File: src/rtl/if_prefetch_ctrl_pkg.sv
`default_nettype none
// ============================================================================
// Module   : if_prefetch_ctrl_pkg
// Brief    : Shared constants and FSM encodings for the instruction prefetcher.
// Revision : 1.0
// ============================================================================
package if_prefetch_ctrl_pkg;

   localparam int          INSTR_BYTES      = 4;
   localparam logic [31:0] RESET_PC_DEFAULT = 32'h0000_0000;

   typedef logic [1:0] state_t;
   localparam state_t S_BOOT  = 2'd0;
   localparam state_t S_RUN   = 2'd1;
   localparam state_t S_DRAIN = 2'd2;

endpackage
`default_nettype wire

File: src/rtl/if_prefetch_ctrl_if.sv
`default_nettype none
// ============================================================================
// Module   : if_prefetch_ctrl_if
// Brief    : Memory, push-buffer and redirect signals of the prefetcher.
// Revision : 1.0
// ============================================================================
interface if_prefetch_ctrl_if #(
   parameter int XLEN = 32
) ();
   logic              imem_req_valid;
   logic              imem_req_ready;
   logic [XLEN-1:0]   imem_req_addr;
   logic              imem_rsp_valid;
   logic [XLEN-1:0]   imem_rsp_data;
   logic              pf_push;
   logic [2*XLEN-1:0] pf_push_data;
   logic              pf_pop;
   logic              pf_flush;
   logic              redirect_valid;
   logic [XLEN-1:0]   redirect_pc;
   logic              pf_stall;

   modport master (
      output imem_req_valid, imem_req_addr, pf_push, pf_push_data, pf_flush,
      input  imem_req_ready, imem_rsp_valid, imem_rsp_data, pf_pop,
             redirect_valid, redirect_pc, pf_stall
   );

   modport slave (
      input  imem_req_valid, imem_req_addr, pf_push, pf_push_data, pf_flush,
      output imem_req_ready, imem_rsp_valid, imem_rsp_data, pf_pop,
             redirect_valid, redirect_pc, pf_stall
   );
endinterface
`default_nettype wire

File: src/rtl/if_prefetch_ctrl_pf_credit_ctr.sv
`default_nettype none
// ============================================================================
// Module   : pf_credit_ctr
// Brief    : Outstanding/occupancy/drop counters and request issue permit.
// Revision : 1.0
// ============================================================================
module pf_credit_ctr #(
   parameter int MAX_OUTSTANDING = 2,
   parameter int FIFO_DEPTH      = 8,
   parameter int OW              = $clog2(MAX_OUTSTANDING + 1),
   parameter int CW              = $clog2(FIFO_DEPTH + 1)
) (
   input  wire logic clk,
   input  wire logic rstn,
   input  wire logic accept_i,
   input  wire logic rsp_valid_i,
   input  wire logic redirect_i,
   input  wire logic pop_i,
   output logic      issue_ok_o,
   output logic      push_o,
   output logic      drop_zero_next_o
);
   localparam int SW = ((OW > CW) ? OW : CW) + 1;

   logic [OW-1:0] outstanding_q, outstanding_d;
   logic [OW-1:0] drop_cnt_q,    drop_cnt_d;
   logic [CW-1:0] occupancy_q,   occupancy_d;
   logic [SW-1:0] w_credit_used;

   always_comb begin
      w_credit_used = SW'(outstanding_q) + SW'(occupancy_q);
      issue_ok_o    = (outstanding_q < OW'(MAX_OUTSTANDING)) &&
                      (w_credit_used < SW'(FIFO_DEPTH));
      push_o        = rsp_valid_i && (drop_cnt_q == '0) && !redirect_i;

      outstanding_d = outstanding_q + OW'(accept_i) - OW'(rsp_valid_i);

      // Every read still in flight at a redirect belongs to the old stream.
      drop_cnt_d = drop_cnt_q;
      if (redirect_i)
         drop_cnt_d = outstanding_d;
      else if (rsp_valid_i && (drop_cnt_q != '0))
         drop_cnt_d = drop_cnt_q - 1'b1;
      drop_zero_next_o = (drop_cnt_d == '0);

      if (redirect_i)
         occupancy_d = '0;
      else
         occupancy_d = occupancy_q + CW'(push_o) - CW'(pop_i);
   end

   always_ff @(posedge clk or negedge rstn) begin
      if (!rstn) begin
         outstanding_q <= '0;
         drop_cnt_q    <= '0;
         occupancy_q   <= '0;
      end else begin
         outstanding_q <= outstanding_d;
         drop_cnt_q    <= drop_cnt_d;
         occupancy_q   <= occupancy_d;
      end
   end
endmodule
`default_nettype wire

File: src/rtl/if_prefetch_ctrl.sv
`default_nettype none
// ============================================================================
// Module   : if_prefetch_ctrl
// Brief    : Credit-based sequential instruction prefetcher with redirect flush.
// Revision : 1.0
// ============================================================================
module if_prefetch_ctrl
   import if_prefetch_ctrl_pkg::*;
#(
   parameter int              XLEN            = 32,
   parameter logic [XLEN-1:0] RESET_PC        = XLEN'(RESET_PC_DEFAULT),
   parameter int              MAX_OUTSTANDING = 2,
   parameter int              FIFO_DEPTH      = 8
) (
   input wire logic           clk,
   input wire logic           rstn,
   if_prefetch_ctrl_if.master bus
);
   state_t          state_q, state_d;
   logic [XLEN-1:0] fetch_pc_q, fetch_pc_d;
   logic [XLEN-1:0] rsp_pc_q,   rsp_pc_d;
   logic [XLEN-1:0] w_redirect_pc;
   logic            w_issue_ok;
   logic            w_push;
   logic            w_drop_zero_next;
   logic            w_req_valid;
   logic            w_accept;

   assign w_redirect_pc = {bus.redirect_pc[XLEN-1:2], 2'b00};
   assign w_req_valid   = (state_q == S_RUN) && !bus.pf_stall &&
                          !bus.redirect_valid && w_issue_ok;
   assign w_accept      = w_req_valid && bus.imem_req_ready;

   pf_credit_ctr #(
      .MAX_OUTSTANDING (MAX_OUTSTANDING),
      .FIFO_DEPTH      (FIFO_DEPTH)
   ) u_ctr (
      .clk              (clk),
      .rstn             (rstn),
      .accept_i         (w_accept),
      .rsp_valid_i      (bus.imem_rsp_valid),
      .redirect_i       (bus.redirect_valid),
      .pop_i            (bus.pf_pop),
      .issue_ok_o       (w_issue_ok),
      .push_o           (w_push),
      .drop_zero_next_o (w_drop_zero_next)
   );

   always_ff @(posedge clk or negedge rstn) begin
      if (!rstn) begin
         state_q    <= S_BOOT;
         fetch_pc_q <= RESET_PC;
         rsp_pc_q   <= RESET_PC;
      end else begin
         state_q    <= state_d;
         fetch_pc_q <= fetch_pc_d;
         rsp_pc_q   <= rsp_pc_d;
      end
   end

   // Drain only while stale reads remain once this cycle's response retires.
   always_comb begin
      state_d = state_q;
      case (state_q)
         S_BOOT:  state_d = S_RUN;
         S_RUN:   if (bus.redirect_valid && !w_drop_zero_next) state_d = S_DRAIN;
         S_DRAIN: if (w_drop_zero_next) state_d = S_RUN;
         default: state_d = S_BOOT;
      endcase
   end

   always_comb begin
      fetch_pc_d = fetch_pc_q;
      rsp_pc_d   = rsp_pc_q;
      if (bus.redirect_valid) begin
         fetch_pc_d = w_redirect_pc;
         rsp_pc_d   = w_redirect_pc;
      end else begin
         if (w_accept) fetch_pc_d = fetch_pc_q + XLEN'(INSTR_BYTES);
         if (w_push)   rsp_pc_d   = rsp_pc_q + XLEN'(INSTR_BYTES);
      end
   end

   always_comb begin
      bus.imem_req_valid = w_req_valid;
      bus.imem_req_addr  = fetch_pc_q;
      bus.pf_push        = w_push;
      bus.pf_push_data   = w_push ? {rsp_pc_q, bus.imem_rsp_data} : '0;
      bus.pf_flush       = bus.redirect_valid;
   end
endmodule
`default_nettype wire

File: src/flat_wrapper.sv
// flat-port wrapper written by rule: the top's interface ports become plain ports
module if_prefetch_ctrl_flat import if_prefetch_ctrl_pkg::*;
#(
   parameter int              XLEN            = 32,
   parameter logic [XLEN-1:0] RESET_PC        = XLEN'(RESET_PC_DEFAULT),
   parameter int              MAX_OUTSTANDING = 2,
   parameter int              FIFO_DEPTH      = 8
)
  (clk, rstn, bus_imem_req_valid, bus_imem_req_addr, bus_pf_push, bus_pf_push_data, bus_pf_flush, bus_imem_req_ready, bus_imem_rsp_valid, bus_imem_rsp_data, bus_pf_pop, bus_redirect_valid, bus_redirect_pc, bus_pf_stall);
  if_prefetch_ctrl_if #(.XLEN(XLEN)) bus_i ();
  input wire logic clk;
  input wire logic rstn;
  output wire logic [$bits(bus_i.imem_req_valid)-1:0] bus_imem_req_valid;
  output wire logic [$bits(bus_i.imem_req_addr)-1:0] bus_imem_req_addr;
  output wire logic [$bits(bus_i.pf_push)-1:0] bus_pf_push;
  output wire logic [$bits(bus_i.pf_push_data)-1:0] bus_pf_push_data;
  output wire logic [$bits(bus_i.pf_flush)-1:0] bus_pf_flush;
  input wire logic [$bits(bus_i.imem_req_ready)-1:0] bus_imem_req_ready;
  input wire logic [$bits(bus_i.imem_rsp_valid)-1:0] bus_imem_rsp_valid;
  input wire logic [$bits(bus_i.imem_rsp_data)-1:0] bus_imem_rsp_data;
  input wire logic [$bits(bus_i.pf_pop)-1:0] bus_pf_pop;
  input wire logic [$bits(bus_i.redirect_valid)-1:0] bus_redirect_valid;
  input wire logic [$bits(bus_i.redirect_pc)-1:0] bus_redirect_pc;
  input wire logic [$bits(bus_i.pf_stall)-1:0] bus_pf_stall;
  assign bus_imem_req_valid = bus_i.imem_req_valid;
  assign bus_imem_req_addr = bus_i.imem_req_addr;
  assign bus_pf_push = bus_i.pf_push;
  assign bus_pf_push_data = bus_i.pf_push_data;
  assign bus_pf_flush = bus_i.pf_flush;
  assign bus_i.imem_req_ready = bus_imem_req_ready;
  assign bus_i.imem_rsp_valid = bus_imem_rsp_valid;
  assign bus_i.imem_rsp_data = bus_imem_rsp_data;
  assign bus_i.pf_pop = bus_pf_pop;
  assign bus_i.redirect_valid = bus_redirect_valid;
  assign bus_i.redirect_pc = bus_redirect_pc;
  assign bus_i.pf_stall = bus_pf_stall;
  if_prefetch_ctrl #(.XLEN(XLEN), .RESET_PC(RESET_PC), .MAX_OUTSTANDING(MAX_OUTSTANDING), .FIFO_DEPTH(FIFO_DEPTH)) u_core (.clk(clk), .rstn(rstn), .bus(bus_i));
endmodule
File: config.mk
export PLATFORM = sky130hd
export DESIGN_NAME = if_prefetch_ctrl_flat
export DESIGN_NICKNAME = d
export VERILOG_FILES = /design/src/rtl/if_prefetch_ctrl_pkg.sv /design/src/rtl/if_prefetch_ctrl_if.sv /design/src/rtl/if_prefetch_ctrl_pf_credit_ctr.sv /design/src/rtl/if_prefetch_ctrl.sv /design/src/flat_wrapper.sv
export SDC_FILE = /design/constraint.sdc
export NUM_CORES = 1
export LEC_CHECK = 0
export CAP_MARGIN = 15
export CORE_MARGIN = 3
export CORE_UTILIZATION = 41
export DETAILED_ROUTE_END_ITERATION = 10
export GPL_TIMING_DRIVEN = 0
export PLACE_DENSITY_LB_ADDON = 0.25
export SKIP_LAST_GASP = 1
export SYNTH_ARGS = -nofsm -noshare
export SYNTH_HDL_FRONTEND = slang
export SYNTH_HIERARCHICAL = 1
export SYNTH_SLANG_ARGS = --single-unit
File: constraint.sdc
create_clock -name clk -period 2.5 [get_ports clk]
set_input_delay 0.5 -clock clk [delete_from_list [all_inputs] [get_ports clk]]
set_output_delay 0.5 -clock clk [all_outputs]
set_load 0.05 [all_outputs]
Word level (Yosys, flattened, before mapping)
Index checks and enable logic that the tools add are counted.
{"block": "classes", "n_addsub": 8, "multipliers": 0, "n_div": 0, "order_cmp": 2, "eq_ne": 4, "n_shift": 0, "muxes": 11, "bitwise_logic": 0, "n_reduce_logical": 19}
{"operator": "$mux 32", "n": 4}
{"operator": "$add 32x3->32 const B", "n": 2}
{"operator": "$mux 64", "n": 1}
{"operator": "$logic_and 1x1->1", "n": 9}
{"operator": "$mux 2", "n": 4}
{"operator": "$logic_not 2->1", "n": 3}
{"operator": "$pmux 2 s3", "n": 1}
{"operator": "$reduce_bool 2->1", "n": 3}
{"operator": "$add 2x4->5", "n": 1}
{"operator": "$lt 5x4->1 const B", "n": 1}
{"operator": "$add 4x1->4", "n": 1}
{"operator": "$mux 4", "n": 1}
{"operator": "$sub 4x1->4", "n": 1}
{"operator": "$logic_not 1->1", "n": 3}
{"operator": "$add 2x1->2", "n": 1}
{"operator": "$eq 2x1->1 const B", "n": 1}
{"operator": "$eq 2x2->1 const B", "n": 1}
{"operator": "$lt 2x2->1 const B", "n": 1}
{"operator": "$ne 2x1->1 const B", "n": 1}
{"operator": "$ne 2x2->1 const B", "n": 1}
{"operator": "$reduce_and 2->1", "n": 1}
{"operator": "$sub 2x1->2", "n": 1}
{"operator": "$sub 2x1->2 const B", "n": 1}
{"block": "word_totals", "reg_bits": 74, "latchBits": 0, "ramBits": 0, "mem_bits_ro": 0, "elab_cells": 50, "n_memories": 0}

Logic depth before layout (Yosys ltp)
Gate-level depths: netlist of the first run.
{"block": "depth", "depth_word": 13, "depth_mapped": 15}

Cells and area by module
The synthesis of the first run kept the hierarchy.
{"module": "if_prefetch_ctrl", "instances": 1, "cells_each": 461, "area_each_um2": 3995.1, "seq_area_each_um2": 1551.5}
{"module": "pf_credit_ctr", "instances": 1, "cells_each": 52, "area_each_um2": 534.3, "seq_area_each_um2": 200.2}

Worst setup path before layout of the first run
No wires, ideal clock.
{"block": "synth_path", "path_type": "register -> output", "startpoint": "register u_core.u_ctr.drop_cnt_q[0]", "endpoint": "output port bus_pf_push_data[44]", "arrival_ns": 2.754, "slack_ns": -0.754, "stages_incl_launch_ff": 9, "n_path_buf": 3, "cell_sequence": "dfrtp_1 -> inv_1 -> ha_1 -> nand2_1 -> nor2_1 -> buf_2 -> buf_1 -> clkbuf_1 -> and2_1"}
{"block": "synth_between", "elab_chain_cells": 4}
{"item": "start, declared", "line_no": "if_prefetch_ctrl_pf_credit_ctr.sv:26", "source": "logic [OW-1:0] drop_cnt_q, drop_cnt_d;"}
{"item": "start signal, assigned", "line_no": "if_prefetch_ctrl_pf_credit_ctr.sv:59", "source": "drop_cnt_q <= drop_cnt_d;"}
{"item": "$logic_not 2->1", "line_no": "if_prefetch_ctrl_pf_credit_ctr.sv:34", "source": "push_o = rsp_valid_i && (drop_cnt_q == '0) && !redirect_i;"}
{"item": "$logic_and 1x1->1 (2 in a row)", "line_no": "if_prefetch_ctrl_pf_credit_ctr.sv:34"}
{"item": "via bus_pf_push", "line_no": "flat_wrapper.sv:15", "source": "output wire logic [$bits(bus_i.pf_push)-1:0] bus_pf_push;"}
{"item": "$mux 64", "line_no": "if_prefetch_ctrl.sv:88", "source": "bus.pf_push_data = w_push ? {rsp_pc_q, bus.imem_rsp_data} : '0;"}
{"item": "end, declared", "line_no": "flat_wrapper.sv:16", "source": "output wire logic [$bits(bus_i.pf_push_data)-1:0] bus_pf_push_data;"}
The timed path passes the listed nets, and every way through them passes these cells.

Final worst setup path of the first run
{"block": "layout_path", "startpoint": "register u_core.u_ctr.occupancy_q[1]", "endpoint": "register u_core.state_q[0]"}
{"block": "layout_between", "elab_chain_cells": 13, "word_cells_on_any_way": 14, "cone_classes": "add/sub (3); order compare (1); eq/ne (2); mux (1); reduce/logical (7)"}
{"item": "start, declared", "line_no": "if_prefetch_ctrl_pf_credit_ctr.sv:27", "source": "logic [CW-1:0] occupancy_q, occupancy_d;"}
{"item": "start signal, assigned", "line_no": "if_prefetch_ctrl_pf_credit_ctr.sv:60", "source": "occupancy_q <= occupancy_d;"}
{"item": "$add 2x4->5 (*)", "line_no": "if_prefetch_ctrl_pf_credit_ctr.sv:31", "source": "w_credit_used = SW'(outstanding_q) + SW'(occupancy_q);"}
{"item": "$lt 5x4->1 (*)", "line_no": "if_prefetch_ctrl_pf_credit_ctr.sv:33", "source": "(w_credit_used < SW'(FIFO_DEPTH));"}
{"item": "$logic_and 1x1->1 (*)", "line_no": "if_prefetch_ctrl_pf_credit_ctr.sv:32", "source": "issue_ok_o = (outstanding_q < OW'(MAX_OUTSTANDING)) &&"}
{"item": "via u_core.w_issue_ok", "line_no": "if_prefetch_ctrl.sv:23", "source": "logic w_issue_ok;"}
{"item": "$logic_and 1x1->1 (*)", "line_no": "if_prefetch_ctrl.sv:31", "source": "!bus.redirect_valid && w_issue_ok;"}
{"item": "$logic_and 1x1->1 (*)", "line_no": "if_prefetch_ctrl.sv:32", "source": "assign w_accept = w_req_valid && bus.imem_req_ready;"}
{"item": "via u_core.w_accept", "line_no": "if_prefetch_ctrl.sv:27", "source": "logic w_accept;"}
{"item": "$add 2x1->2 (*)", "line_no": "if_prefetch_ctrl_pf_credit_ctr.sv:36", "source": "outstanding_d = outstanding_q + OW'(accept_i) - OW'(rsp_valid_i);"}
{"item": "[1 not listed]"}
{"item": "via u_core.u_ctr.outstanding_d[1]", "line_no": "if_prefetch_ctrl_pf_credit_ctr.sv:25", "source": "logic [OW-1:0] outstanding_q, outstanding_d;"}
{"item": "$mux 2 (*)", "line_no": "if_prefetch_ctrl_pf_credit_ctr.sv:40", "source": "if (redirect_i)"}
{"item": "via u_core.u_ctr.drop_cnt_d[1]", "line_no": "if_prefetch_ctrl_pf_credit_ctr.sv:26"}
{"item": "$logic_not 2->1 (*)", "line_no": "if_prefetch_ctrl_pf_credit_ctr.sv:44", "source": "drop_zero_next_o = (drop_cnt_d == '0);"}
{"item": "via u_core.w_drop_zero_next", "line_no": "if_prefetch_ctrl.sv:25", "source": "logic w_drop_zero_next;"}
{"item": "$logic_not 1->1", "line_no": "if_prefetch_ctrl.sv:66", "source": "S_RUN: if (bus.redirect_valid && !w_drop_zero_next) state_d = S_DRAIN;"}
{"item": "$logic_and 1x1->1", "line_no": "if_prefetch_ctrl.sv:66"}
{"item": "$ne 2x2->1 (no line)"}
{"item": "$reduce_and 2->1 (no line) (*)"}
{"item": "end signal, assigned", "line_no": "if_prefetch_ctrl.sv:55", "source": "state_q <= state_d;"}
{"item": "end, declared", "line_no": "if_prefetch_ctrl.sv:19", "source": "state_t state_q, state_d;"}
The timed path passes the listed nets; every way through them passes the cells marked *.
A chain may end at the register's enable or synchronous reset.

==> results.rst, run 1 <==
.. list-table::
   :header-rows: 1

   * - Metric
     - Value
   * - Layout overhead on the synthesized area
     - 46.55%
   * - Worst Setup Slack post-DPL
     - -1.479 ns
   * - Finished Layout Cells
     - 840
   * - Routed length per placed instance
     - 18.53 um
   * - Pin count of the biggest net entering global routing
     - 71
   * - Gate count of the mapped netlist
     - 513
   * - Crit path max fanout
     - 3
   * - Yosys Warn Count
     - 6
   * - Flop pwr share
     - 34.8%
   * - Share of the synthesized area in the top cell type
     - 38.67%
   * - Final WL
     - 15.57 mm
   * - Number of routed nets with antenna violations
     - 0
   * - Average footprint of a synthesized cell
     - 8.829 sq um
   * - Overall fraction of global-route tracks in use
     - 24.73%
   * - Critical Path Source Type
     - flop
   * - Clock tree from TritonCTS
     - built
   * - Std cell rows
     - 37
   * - Kind of capture point of the worst setup path
     - flop
   * - Post-Synthesis Cell Area
     - 4529 sq um
   * - Maximum level of the CTS H-tree
     - 3
   * - Number of pins with negative max-slew slack in the final report
     - 0
   * - Final RePlAce weighted congestion
     - 0.9191
   * - Final worst slack
     - -0.2050 ns
   * - Dominant cells by area after synthesis
     - dfrtp_1, and2_1, o21ai_0, nand2_1, xnor2_1
   * - Final critical path time including I/O delays and setup
     - 2.705 ns
   * - Area fraction in compound gates after synthesis
     - 14.36%
   * - Total clock sinks
     - 70
   * - Count of cell types in the netlist
     - 56
   * - Met3 routed WL
     - 1.350 mm
   * - Number of global-route vias before repair
     - 4638
   * - Max IR drop VDD
     - 0.3530 mV
   * - Flip-flop cell with the highest count after synthesis
     - dfrtp_1
   * - Initial core utilization
     - 42.91%
   * - Routed wl met2
     - 7.449 mm
   * - Post-cts hold buffer count
     - 0
   * - Aggregate negative setup slack
     - -0.4397 ns
   * - Die Outline Area
     - 12340 sq um
   * - Max clock buf depth
     - 2
   * - Leading cell types by count after synthesis
     - and2_1, dfrtp_1, nand2_1
   * - Diode count
     - 0
   * - Final setup violating endpoints
     - 4
   * - Initial DRT Pass Iterations
     - 7
   * - Post-layout util
     - 62.89%
   * - Comb power frac
     - 43.3%
   * - Initial antenna violation count
     - 0
   * - Post-synthesis adder-cell area fraction
     - 3.481%
   * - Hold Vio Cnt, Final
     - 0
   * - Final cycle utilization of the critical path
     - 108.2%
   * - Static leakage
     - 2.865 nW
   * - Top routing layer in use
     - met4
   * - Detailed-route vias per instance
     - 5.665
   * - Parity-gate share of the synthesized area counting xor and xnor cells
     - 6.381%
   * - Largest area contributor in the netlist
     - dfrtp_1
   * - Total placed instance area
     - 6399 sq um
   * - Path type of the worst min-delay path
     - in2async
   * - Slew of the pin with the lowest slew margin
     - 0.9057 ns
   * - WL met1
     - 6.561 mm
   * - Critical path class
     - reg2reg
   * - Chip height
     - 111.1 um
   * - Clock network fraction of design power
     - 22.0%
   * - Sw Ratio
     - 40.94%
   * - Fill cells
     - 938
   * - Number of max-capacitance violations reported
     - 0
   * - Placed cell count
     - 815
   * - Cell depth of the worst flop-to-flop path
     - 15
   * - Reported net switching power
     - 1.787 mW
   * - DRC Markers
     - 0
   * - Required @ worst endpoint
     - 2.77 ns
   * - Total internal power
     - 2.578 mW
   * - Final-layout worst hold slack
     - 0.2640 ns
   * - Global-route wire length before repair
     - 24.76 mm
   * - Top Ports
     - 170
   * - Synthesis-stage register bit count
     - 70
   * - Total congestion overflow
     - 0
   * - Clock transition at the registers of the reported paths
     - 0.08 ns
   * - Port bufs
     - 163
   * - CORE AREA
     - 10560 sq um
   * - Sequential area share after synthesis
     - 38.67%
   * - Net count, final
     - 782
   * - Capture instance of the worst register-to-register path
     - u_core/state_q[0]$_DFFE_PN0P_
   * - Synth async-reset ratio
     - 100.0%
   * - Max Clk Rate
     - 0.3697 GHz
   * - Simple logic cell fraction of the synthesized area
     - 31.05%
   * - Reg-to-reg slack, setup
     - -0.21 ns
   * - Rel. slew slack
     - 39.62%
   * - DP Wirelength
     - 11.82 mm
   * - Dominant combinational cell family by area after synthesis
     - simple AND/OR/NAND/NOR gates
   * - Source-to-sink clock delay at the later pin of the worst-skew pair
     - 0.34 ns
   * - Total power density per cell area
     - 657.5 nW/um^2
   * - Multiplexer area fraction after synthesis
     - 1.713%
   * - Buffer cell driving the clock tree root
     - clkbuf_8
   * - Number of CTS-inserted buffers
     - 9
   * - Setup repair after global routing missed its margin
     - yes
   * - Share of final-layout standard cells stronger than drive strength 1
     - 21.73%
   * - Power after layout
     - 4.364 mW
   * - Result of the run
     - finished with violations
   * - Cell area after layout
     - 6638 sq um
   * - Die X
     - 111.1 um
   * - Violation count after the first detailed-routing iteration
     - 377
   * - Count of flip-flops with a built-in enable after synthesis
     - 0
   * - Reg-to-reg startpoint
     - u_core/u_ctr/occupancy_q[1]$_DFF_PN0_
   * - Worst path arrival time
     - 2.98 ns
   * - Vias
     - 4759
   * - Violated checks
     - negative setup slack
   * - Worst clock skew
     - 0.009816 ns
[power by group through the flow]
| stage | logic [mW] | registers [mW] | clock network (mW) |
|---|---|---|---|
| finish | 1.89 | 1.52 | 0.959 |
| global route | 2.03 | 1.55 | 1.01 |
| CTS | 1.81 | 1.51 | 0.968 |
| detailed placement | 1.80 | 1.53 | 0 |
| global placement | 1.76 | 1.52 | 0 |
| floorplan | 1.01 | 1.68 | 0 |
[final cells by class]
cell class                      instances  area, sq um  area share [%]
Sequential cell                        70         1752           26.39
Buffer                                 25        190.2           2.865
Clock inverter                          3        42.54          0.6409
Clock buffer                           13        158.9           2.394
Inverter                               16        60.06          0.9048
Timing Repair Buffer                  173         1563           23.54
Multi-Input combinational cell        404         2701           40.70
Tap cell                              136        170.2           2.564
[kinds of logic (layout without fill, tap and decap cells)]
logic type	after synthesis	in the layout
adders and majority gates	12	12
other	1	4
and+or+nand+nor	245	245
DFF	70	70
muxes	7	7
xor gates and xnor gates	33	33
AOI/OAI and AO/OA	103	103
buffers and inverters	42	230
[layer usage]
layer,track usage [%],up-vias
met3,6.441,19
met1,32.49,2288
li1,-,2193
met4,6.083,0
met2,40.90,259
met5,0,-
[how the worst max path moves through the flow]
stage,start,endpoint,slack [ns],cells past startpoint
6_report,u_core/u_ctr/occupancy_q[1]$_DFF_PN0_,u_core/state_q[0]$_DFFE_PN0P_,-0.21,15
5_1_grt,u_core/u_ctr/occupancy_q[1]$_DFF_PN0_,u_core/state_q[0]$_DFFE_PN0P_,-0.32,15
4_1_cts,u_core/u_ctr/occupancy_q[1]$_DFF_PN0_,u_core/state_q[0]$_DFFE_PN0P_,-0.17,15
3_5_place_dp,bus_redirect_valid,bus_pf_push_data[48],-1.48,7
3_3_place_gp,rstn,u_core/rsp_pc_q[14]$_DFFE_PN0N_,-1.52,1
2_1_floorplan,u_core/u_ctr/outstanding_q[1]$_DFF_PN0_,u_core/state_q[0]$_DFFE_PN0P_,-0.09,15
[critical path, stage by stage (launching register included)]
cell and delay, ns:
dfrtp_1 0.41, ha_1 0.28, a31oi_1 0.20, mux2i_1 0.20, nor2_1 0.06, nor2_2 0.14, nand4_1 0.18, inv_2 0.12
buf_8 0.11, ha_4 0.13, xnor2_2 0.08, xnor2_2 0.15, mux2_4 0.29, nor2_4 0.10, nand2b_1 0.08, a21oi_2 0.11
[registers in the layout, indices dropped and copies added (netlist names)]
signal / flops
u_core/bus.imem_req_addr: 30
u_core/rsp_pc_q: 30
u_core/state_q: 2
u_core/u_ctr/drop_cnt_q: 2
u_core/u_ctr/occupancy_q: 4
u_core/u_ctr/outstanding_q: 2
[cell usage in the layout, fill, tap and decap left out, drive strengths merged, types with 15 or more instances in the layout]
cell	synthesis	routed
buf	11	68
clkbuf	15	44
inv	16	16
nand2	57	57
nand3	26	26
o211ai	15	15
o21ai	46	46
clkdlybuf4s50	0	95
o311ai	15	15
xnor2	20	20
dfrtp	70	70
and2	74	74
nand4	16	16
nor2	26	26
[repair_timing]
action | CTS | global route
pin swaps | 11 | 9
cloned | 1 | 1
buffers inserted | 6 | 4
hold endpoints to repair | 0 | 0
resized for setup | 339 | 112
setup endpoints to repair | 86 | 92
No activity file was read; power rests on OpenSTA's default activity.
==> inputs of run 2 (changes only) <==
--- a/config.mk
+++ b/config.mk
@@ -12,6 +12,7 @@
 export GPL_TIMING_DRIVEN = 0
 export PLACE_DENSITY_LB_ADDON = 0.25
 export SKIP_LAST_GASP = 1
+export SLEW_MARGIN = 25
 export SYNTH_ARGS = -nofsm -noshare
 export SYNTH_HDL_FRONTEND = slang
 export SYNTH_HIERARCHICAL = 1
==> run 2 against run 1 <==
Worst setup slack got worse by 0.020 ns. Flip-flop and latch count did not move. Register-to-register slack got worse by 0.02 ns. Non-clock buffer count rose by 8. Maximum frequency fell by 0.73%. The run still ends with negative setup slack left. First-iteration DRC count fell by 12%. Cell area rose by 3.7%. Utilization rose by 2.3 points.
==> results.rst, run 2 (same netlist as run 1, synthesis figures left out) <==
.. list-table::
   :header-rows: 1

   * - Metric
     - Value
   * - Result of the run
     - finished with violations
   * - Violated checks
     - negative setup slack
   * - Path type of the worst min-delay path
     - in2async
   * - Critical Path Source Type
     - flop
   * - Final WL
     - 15.75 mm
   * - Net count, final
     - 790
   * - Slew of the pin with the lowest slew margin
     - 0.6561 ns
   * - DRC Markers
     - 0
   * - Power after layout
     - 4.546 mW
   * - Max IR drop VDD
     - 0.3783 mV
   * - Clock tree from TritonCTS
     - built
   * - Diode count
     - 0
   * - Reported net switching power
     - 1.798 mW
   * - Critical path capture point
     - u_core/state_q[0]$_DFFE_PN0P_
   * - Final RePlAce weighted congestion
     - 0.9191
   * - Total placed instance area
     - 6419 sq um
   * - Finished Layout Cells
     - 847
   * - Reg-to-reg slack, setup
     - -0.22 ns
   * - Vias
     - 4718
   * - Reg-to-reg startpoint
     - u_core/u_ctr/occupancy_q[1]$_DFF_PN0_
   * - Sw Ratio
     - 39.54%
   * - Maximum level of the CTS H-tree
     - 3
   * - Final worst slack
     - -0.2250 ns
   * - Cell area after layout
     - 6885 sq um
   * - Number of global-route vias before repair
     - 4708
   * - Number of routed nets with antenna violations
     - 0
   * - Global-route wire length before repair
     - 24.87 mm
   * - Static leakage
     - 2.978 nW
   * - Routed length per placed instance
     - 18.60 um
   * - Critical path class
     - reg2reg
   * - Max clock buf depth
     - 2
   * - Overall fraction of global-route tracks in use
     - 24.99%
   * - Total clock sinks
     - 70
   * - DP Wirelength
     - 11.91 mm
   * - CORE AREA
     - 10560 sq um
   * - Number of pins with negative max-slew slack in the final report
     - 0
   * - Clock transition at the registers of the reported paths
     - 0.08 ns
   * - Commonest non-fill, non-tap cell in the layout
     - clkdlybuf4s50_1
   * - Clock network fraction of design power
     - 23.2%
   * - Top library cells by usage in the layout, fill and taps aside
     - clkdlybuf4s50_1, dfrtp_1, nand2_1
   * - Die X
     - 111.1 um
   * - Number of CTS-inserted buffers
     - 9
   * - Worst path arrival time
     - 3.00 ns
   * - Final-layout worst hold slack
     - 0.06802 ns
   * - Cell depth of the worst flop-to-flop path
     - 15
   * - Total congestion overflow
     - 0
   * - Number of max-capacitance violations reported
     - 0
   * - Initial antenna violation count
     - 0
   * - Initial DRT Pass Iterations
     - 4
   * - Post-cts hold buffer count
     - 0
   * - Detailed-route vias per instance
     - 5.570
   * - Share of final-layout standard cells stronger than drive strength 1
     - 23.77%
   * - Total power density per cell area
     - 660.3 nW/um^2
   * - Final critical path time including I/O delays and setup
     - 2.725 ns
   * - Hold Vio Cnt, Final
     - 0
   * - Critical Path Source
     - u_core/u_ctr/occupancy_q[1]$_DFF_PN0_
   * - Source-to-sink clock delay at the later pin of the worst-skew pair
     - 0.35 ns
   * - Kind of capture point of the worst setup path
     - flop
   * - Layout overhead on the synthesized area
     - 52.02%
   * - Violation count after the first detailed-routing iteration
     - 333
   * - Crit path max fanout
     - 3
   * - Initial core utilization
     - 42.91%
   * - Flop pwr share
     - 33.3%
   * - Rel. slew slack
     - 55.92%
   * - Max Clk Rate
     - 0.3670 GHz
   * - Total internal power
     - 2.749 mW
   * - Final cycle utilization of the critical path
     - 109.0%
   * - Placed cell count
     - 816
   * - Final setup violating endpoints
     - 4
   * - Comb power frac
     - 43.5%
   * - Setup repair after global routing missed its margin
     - yes
   * - Port bufs
     - 163
   * - Top Ports
     - 170
   * - Pin count of the biggest net entering global routing
     - 44
   * - Buffer cell driving the clock tree root
     - clkbuf_8
   * - Worst clock skew
     - 0.01028 ns
   * - Die Outline Area
     - 12340 sq um
   * - Std cell rows
     - 37
   * - Chip height
     - 111.1 um
   * - Required @ worst endpoint
     - 2.77 ns
   * - Capture instance of the worst register-to-register path
     - u_core/state_q[0]$_DFFE_PN0P_
-- run 2: changes by cell type in the layout (fill, tap and decap cells not counted), moves of 2 or more --
cell       delta
and2_1        -7
and2_4        +7
buf_2         -2
buf_4         +5
buf_6        +20
clkbuf_16     +2
clkbuf_2      -3
clkbuf_4     -14
o311ai_1      -2
-- run 2: how the worst min path moves through the flow --
| stage | start | to | slack [ns] | cells past startpoint |
|---|---|---|---|---|
| finish | rstn | u_core/bus.imem_req_addr[28]$_DFFE_PN0P_ | 0.07 | 1 |
| CTS | rstn | u_core/bus.imem_req_addr[28]$_DFFE_PN0P_ | 0.07 | 1 |
| floorplan | rstn | u_core/bus.imem_req_addr[10]$_DFFE_PN0P_ | 0.20 | 0 |
| detailed placement | rstn | u_core/bus.imem_req_addr[28]$_DFFE_PN0P_ | 0.45 | 1 |
| global placement | u_core/state_q[1]$_DFFE_PN0P_ | u_core/state_q[0]$_DFFE_PN0P_ | 0.47 | 1 |
| global route | rstn | u_core/bus.imem_req_addr[28]$_DFFE_PN0P_ | 0.09 | 1 |
-- run 2: final cells by class --
cell class	count	area, sq um
plain buffers	26	202.7
clock buffers	12	155.1
clock inverters	3	67.56
fillers	897	3670
inverters	16	60.06
multi-input cells	404	2735
flip-flops and latches	70	1752
well taps	136	170.2
repair buffers	180	1743
-- run 2: per-layer routing --
layer,part of all wire (%),wire length [um],track usage (%),up-vias
li1,-,-,-,2213
met1,43,6711,32.80,2250
met2,48,7627,41.50,227
met3,7.1,1126,5.568,28
met4,1.8,287,7.218,0
met5,0,0,0,-
-- run 2: through the flow --
stage	setup WS, ns	util, %	TNS, ns
3_5_place_dp	-1.510	60.81	-84.12
4_1_cts	-0.1675	62.09	-0.2423
3_3_place_gp	-1.518	60.64	-186.01
5_1_grt	-0.3452	65.23	-2.723
2_1_floorplan	-0.09009	-	-0.1085
6_report	-0.2250	65.23	-0.5677
-- run 2: timing repair --
item / in CTS / in global routing
pin swaps: 10 / 8
setup endpoints to repair: 86 / 91
gates cloned: 0 / 3
setup buffers: 7 / 8
resized for setup: 344 / 173
-- run 2: worst max-delay path, cell delays in order, from the launching register on --
cell      delay (ns)
dfrtp_1         0.41
ha_1            0.28
a31oi_1         0.17
mux2i_1         0.20
nor2_1          0.06
nor2_1          0.16
nand4_1         0.20
inv_2           0.13
buf_8           0.11
ha_4            0.12
xnor2_2         0.07
xnor2_2         0.15
mux2_4          0.29
nor2_4          0.10
nand2b_1        0.06
a21oi_1         0.12
-- run 2: power by group through the flow --
stage	Combinational (mW)	Clock [mW]	Sequential [mW]
3_3_place_gp	1.76	0	1.52
3_5_place_dp	1.80	0	1.53
2_1_floorplan	1.01	0	1.68
6_report	1.98	1.05	1.51
5_1_grt	2.12	1.11	1.55
4_1_cts	1.82	1.06	1.51
==> inputs of run 3 (changes only) <==
--- a/config.mk
+++ b/config.mk
@@ -5,12 +5,13 @@
 export SDC_FILE = /design/constraint.sdc
 export NUM_CORES = 1
 export LEC_CHECK = 0
+export ABC_CLOCK_PERIOD_IN_PS = 2500
 export CAP_MARGIN = 15
 export CORE_MARGIN = 3
 export CORE_UTILIZATION = 41
 export DETAILED_ROUTE_END_ITERATION = 10
 export GPL_TIMING_DRIVEN = 0
-export PLACE_DENSITY_LB_ADDON = 0.25
+export PLACE_DENSITY = 0.85
 export SKIP_LAST_GASP = 1
 export SLEW_MARGIN = 25
 export SYNTH_ARGS = -nofsm -noshare
==> run 3 against run 2 <==
The flow still finishes with violations (negative setup slack). Cell area down 1.0%. Maximum frequency is 2.3% higher. Critical path depth is the same. Utilization is 0.65 points lower. Non-clock buffer count grew 4. First-iteration DRC count decreased by 13%. Sequential power hardly changed. Global-route usage increased by 0.12 points. Flip-flop and latch count did not move. Hold slack improved by 0.014 ns. Total power decreased by 2.0%. Sequential share of layout area rose by 0.26 points. Critical path type unchanged. Largest cell class unchanged. Highest routed layer unchanged.
==> results.rst, run 3 (same netlist as run 1, synthesis figures left out) <==
.. list-table::
   :header-rows: 1

   * - Metric
     - Value
   * - Flop pwr share
     - 34.1%
   * - Final RePlAce weighted congestion
     - 0.9313
   * - Buffer cell driving the clock tree root
     - clkbuf_8
   * - Worst path arrival time
     - 2.95 ns
   * - Number of pins with negative max-slew slack in the final report
     - 0
   * - Cell depth of the worst flop-to-flop path
     - 15
   * - Fill cells
     - 851
   * - Final critical path time including I/O delays and setup
     - 2.664 ns
   * - Footprint of the flip-flops and latches
     - 1752 sq um
   * - Worst clock skew
     - 0.005972 ns
   * - Commonest non-fill, non-tap cell in the layout
     - clkdlybuf4s50_1
   * - Maximum level of the CTS H-tree
     - 3
   * - Overall fraction of global-route tracks in use
     - 25.10%
   * - Clock tree from TritonCTS
     - built
   * - Cell area after layout
     - 6817 sq um
   * - Layout overhead on the synthesized area
     - 50.50%
   * - Worst Setup Slack post-DPL
     - -1.455 ns
   * - Total clock sinks
     - 70
   * - Vias
     - 4826
   * - Clock network fraction of design power
     - 19.7%
   * - Required @ worst endpoint
     - 2.78 ns
   * - Number of CTS-inserted buffers
     - 9
   * - Initial core utilization
     - 42.91%
   * - Total congestion overflow
     - 0
   * - Multi-input logic area
     - 2694 sq um
   * - Detailed-route vias per instance
     - 5.664
   * - DP Wirelength
     - 11.96 mm
   * - Initial DRT Pass Iterations
     - 5
   * - Max clock buf depth
     - 2
   * - Top library cells by usage in the layout, fill and taps aside
     - clkdlybuf4s50_1, dfrtp_1, and2_1
   * - Reported net switching power
     - 1.837 mW
   * - Max Clk Rate
     - 0.3754 GHz
   * - Critical Path Source Type
     - flop
   * - Max IR drop VDD
     - 0.3351 mV
   * - Chip height
     - 111.1 um
   * - CORE AREA
     - 10560 sq um
   * - Source-to-sink clock delay at the later pin of the worst-skew pair
     - 0.35 ns
   * - Result of the run
     - finished with violations
   * - Clock transition at the registers of the reported paths
     - 0.07 ns
   * - Path type of the worst min-delay path
     - in2async
   * - Reg-to-reg slack, setup
     - -0.16 ns
   * - Final cycle utilization of the critical path
     - 106.5%
   * - DRC Markers
     - 0
   * - Kind of capture point of the worst setup path
     - flop
   * - Die X
     - 111.1 um
   * - Net count, final
     - 794
   * - Critical path class
     - reg2reg
   * - Diode count
     - 0
   * - Top Ports
     - 170
   * - Comb power frac
     - 46.2%
   * - Final worst slack
     - -0.1636 ns
   * - Number of routed nets with antenna violations
     - 0
   * - Initial antenna violation count
     - 0
   * - Port bufs
     - 163
   * - Capture instance of the worst register-to-register path
     - u_core/state_q[0]$_DFFE_PN0P_
   * - Die Outline Area
     - 12340 sq um
   * - Rel. slew slack
     - 59.02%
   * - Crit path max fanout
     - 3
   * - Final setup violating endpoints
     - 2
   * - Critical path capture point
     - u_core/state_q[0]$_DFFE_PN0P_
   * - Violated checks
     - negative setup slack
   * - Total internal power
     - 2.618 mW
   * - Hold Vio Cnt, Final
     - 0
   * - Global-route wire length before repair
     - 24.93 mm
   * - Power after layout
     - 4.455 mW
   * - Slew of the pin with the lowest slew margin
     - 0.6148 ns
   * - Reg-to-reg startpoint
     - u_core/u_ctr/occupancy_q[1]$_DFF_PN0_
   * - Number of global-route vias before repair
     - 4673
   * - Routed length per placed instance
     - 18.76 um
   * - Post-cts hold buffer count
     - 0
   * - Critical Path Source
     - u_core/u_ctr/occupancy_q[1]$_DFF_PN0_
   * - Sw Ratio
     - 41.23%
   * - Std cell rows
     - 37
   * - Final WL
     - 15.99 mm
   * - Pin count of the biggest net entering global routing
     - 40
   * - Number of max-capacitance violations reported
     - 0
   * - Total power density per cell area
     - 653.6 nW/um^2
   * - Total placed instance area
     - 6419 sq um
   * - Setup repair after global routing missed its margin
     - yes
   * - Static leakage
     - 2.956 nW
   * - Share of final-layout standard cells stronger than drive strength 1
     - 23.32%
   * - Violation count after the first detailed-routing iteration
     - 289
-- run 3: per-stage QoR --
stage / hold slack [ns] / util, % / TNS [ns] / instances
CTS: 0.07578 / 61.89 / -0.2122 / 840
finish: 0.08245 / 64.58 / -0.3067 / 852
global placement: 0.4709 / 60.64 / -176.82 / 815
detailed placement: 0.4696 / 60.81 / -80.18 / 816
global route: 0.09505 / 64.58 / -1.711 / 852
floorplan: 0.2044 / - / -0.1085 / 516
-- run 3: power groups by stage --
stage	clock, mW	sequential [mW]	combinational [mW]
finish	0.878	1.52	2.06
global route	0.947	1.55	2.19
CTS	0.893	1.51	1.87
detailed placement	0	1.54	1.81
global placement	0	1.52	1.76
floorplan	0	1.68	1.01
-- run 3: cell type report --
cell class	instances	share of cell area, %
clock buffers	13	2.478
plain buffers	26	3.029
inverters	16	0.8811
well taps	136	2.496
multi-input cells	404	39.52
clock inverters	3	0.2570
flip-flops and latches	70	25.70
repair buffers	184	25.64
-- run 3: metal layers --
metal | global-route usage, % | part of all wire (%) | vias to the layer above | routed length [um]
li1 | - | - | 2215 | -
met1 | 32.12 | 40 | 2302 | 6340
met2 | 42.23 | 50 | 279 | 7919
met3 | 6.714 | 9.2 | 30 | 1476
met4 | 6.488 | 1.6 | 0 | 249
met5 | 0 | 0 | - | 0
-- run 3: how the worst min path moves through the flow --
stage                                  startpoint                                  endpoint  slack [ns]  cells after the start
floorplan                                    rstn  u_core/bus.imem_req_addr[10]$_DFFE_PN0P_        0.20                      0
global placement    u_core/state_q[1]$_DFFE_PN0P_             u_core/state_q[0]$_DFFE_PN0P_        0.47                      1
detailed placement                           rstn           u_core/rsp_pc_q[22]$_DFFE_PN0N_        0.47                      1
CTS                                          rstn           u_core/rsp_pc_q[22]$_DFFE_PN0N_        0.08                      1
global route                                 rstn           u_core/rsp_pc_q[22]$_DFFE_PN0N_         0.1                      1
finish                                       rstn           u_core/rsp_pc_q[22]$_DFFE_PN0N_        0.08                      1
-- run 3: repair_timing --
item                                    CTS  global route
setup buffers                             9            10
endpoints found under the setup margin   90            90
pin swaps                                10             3
gates cloned                              0             3
resized for setup                       344           132
-- run 3: worst max-delay path: stages (launching register included) --
cell      delay (ns)
dfrtp_1         0.40
ha_1            0.30
a31oi_1         0.17
mux2i_1         0.21
nor2_1          0.07
nor2_2          0.13
nand4_1         0.16
inv_2           0.11
buf_8           0.10
ha_4            0.12
xnor2_2         0.07
xnor2_2         0.16
mux2_4          0.29
nor2_4          0.10
nand2b_1        0.08
a21oi_2         0.12
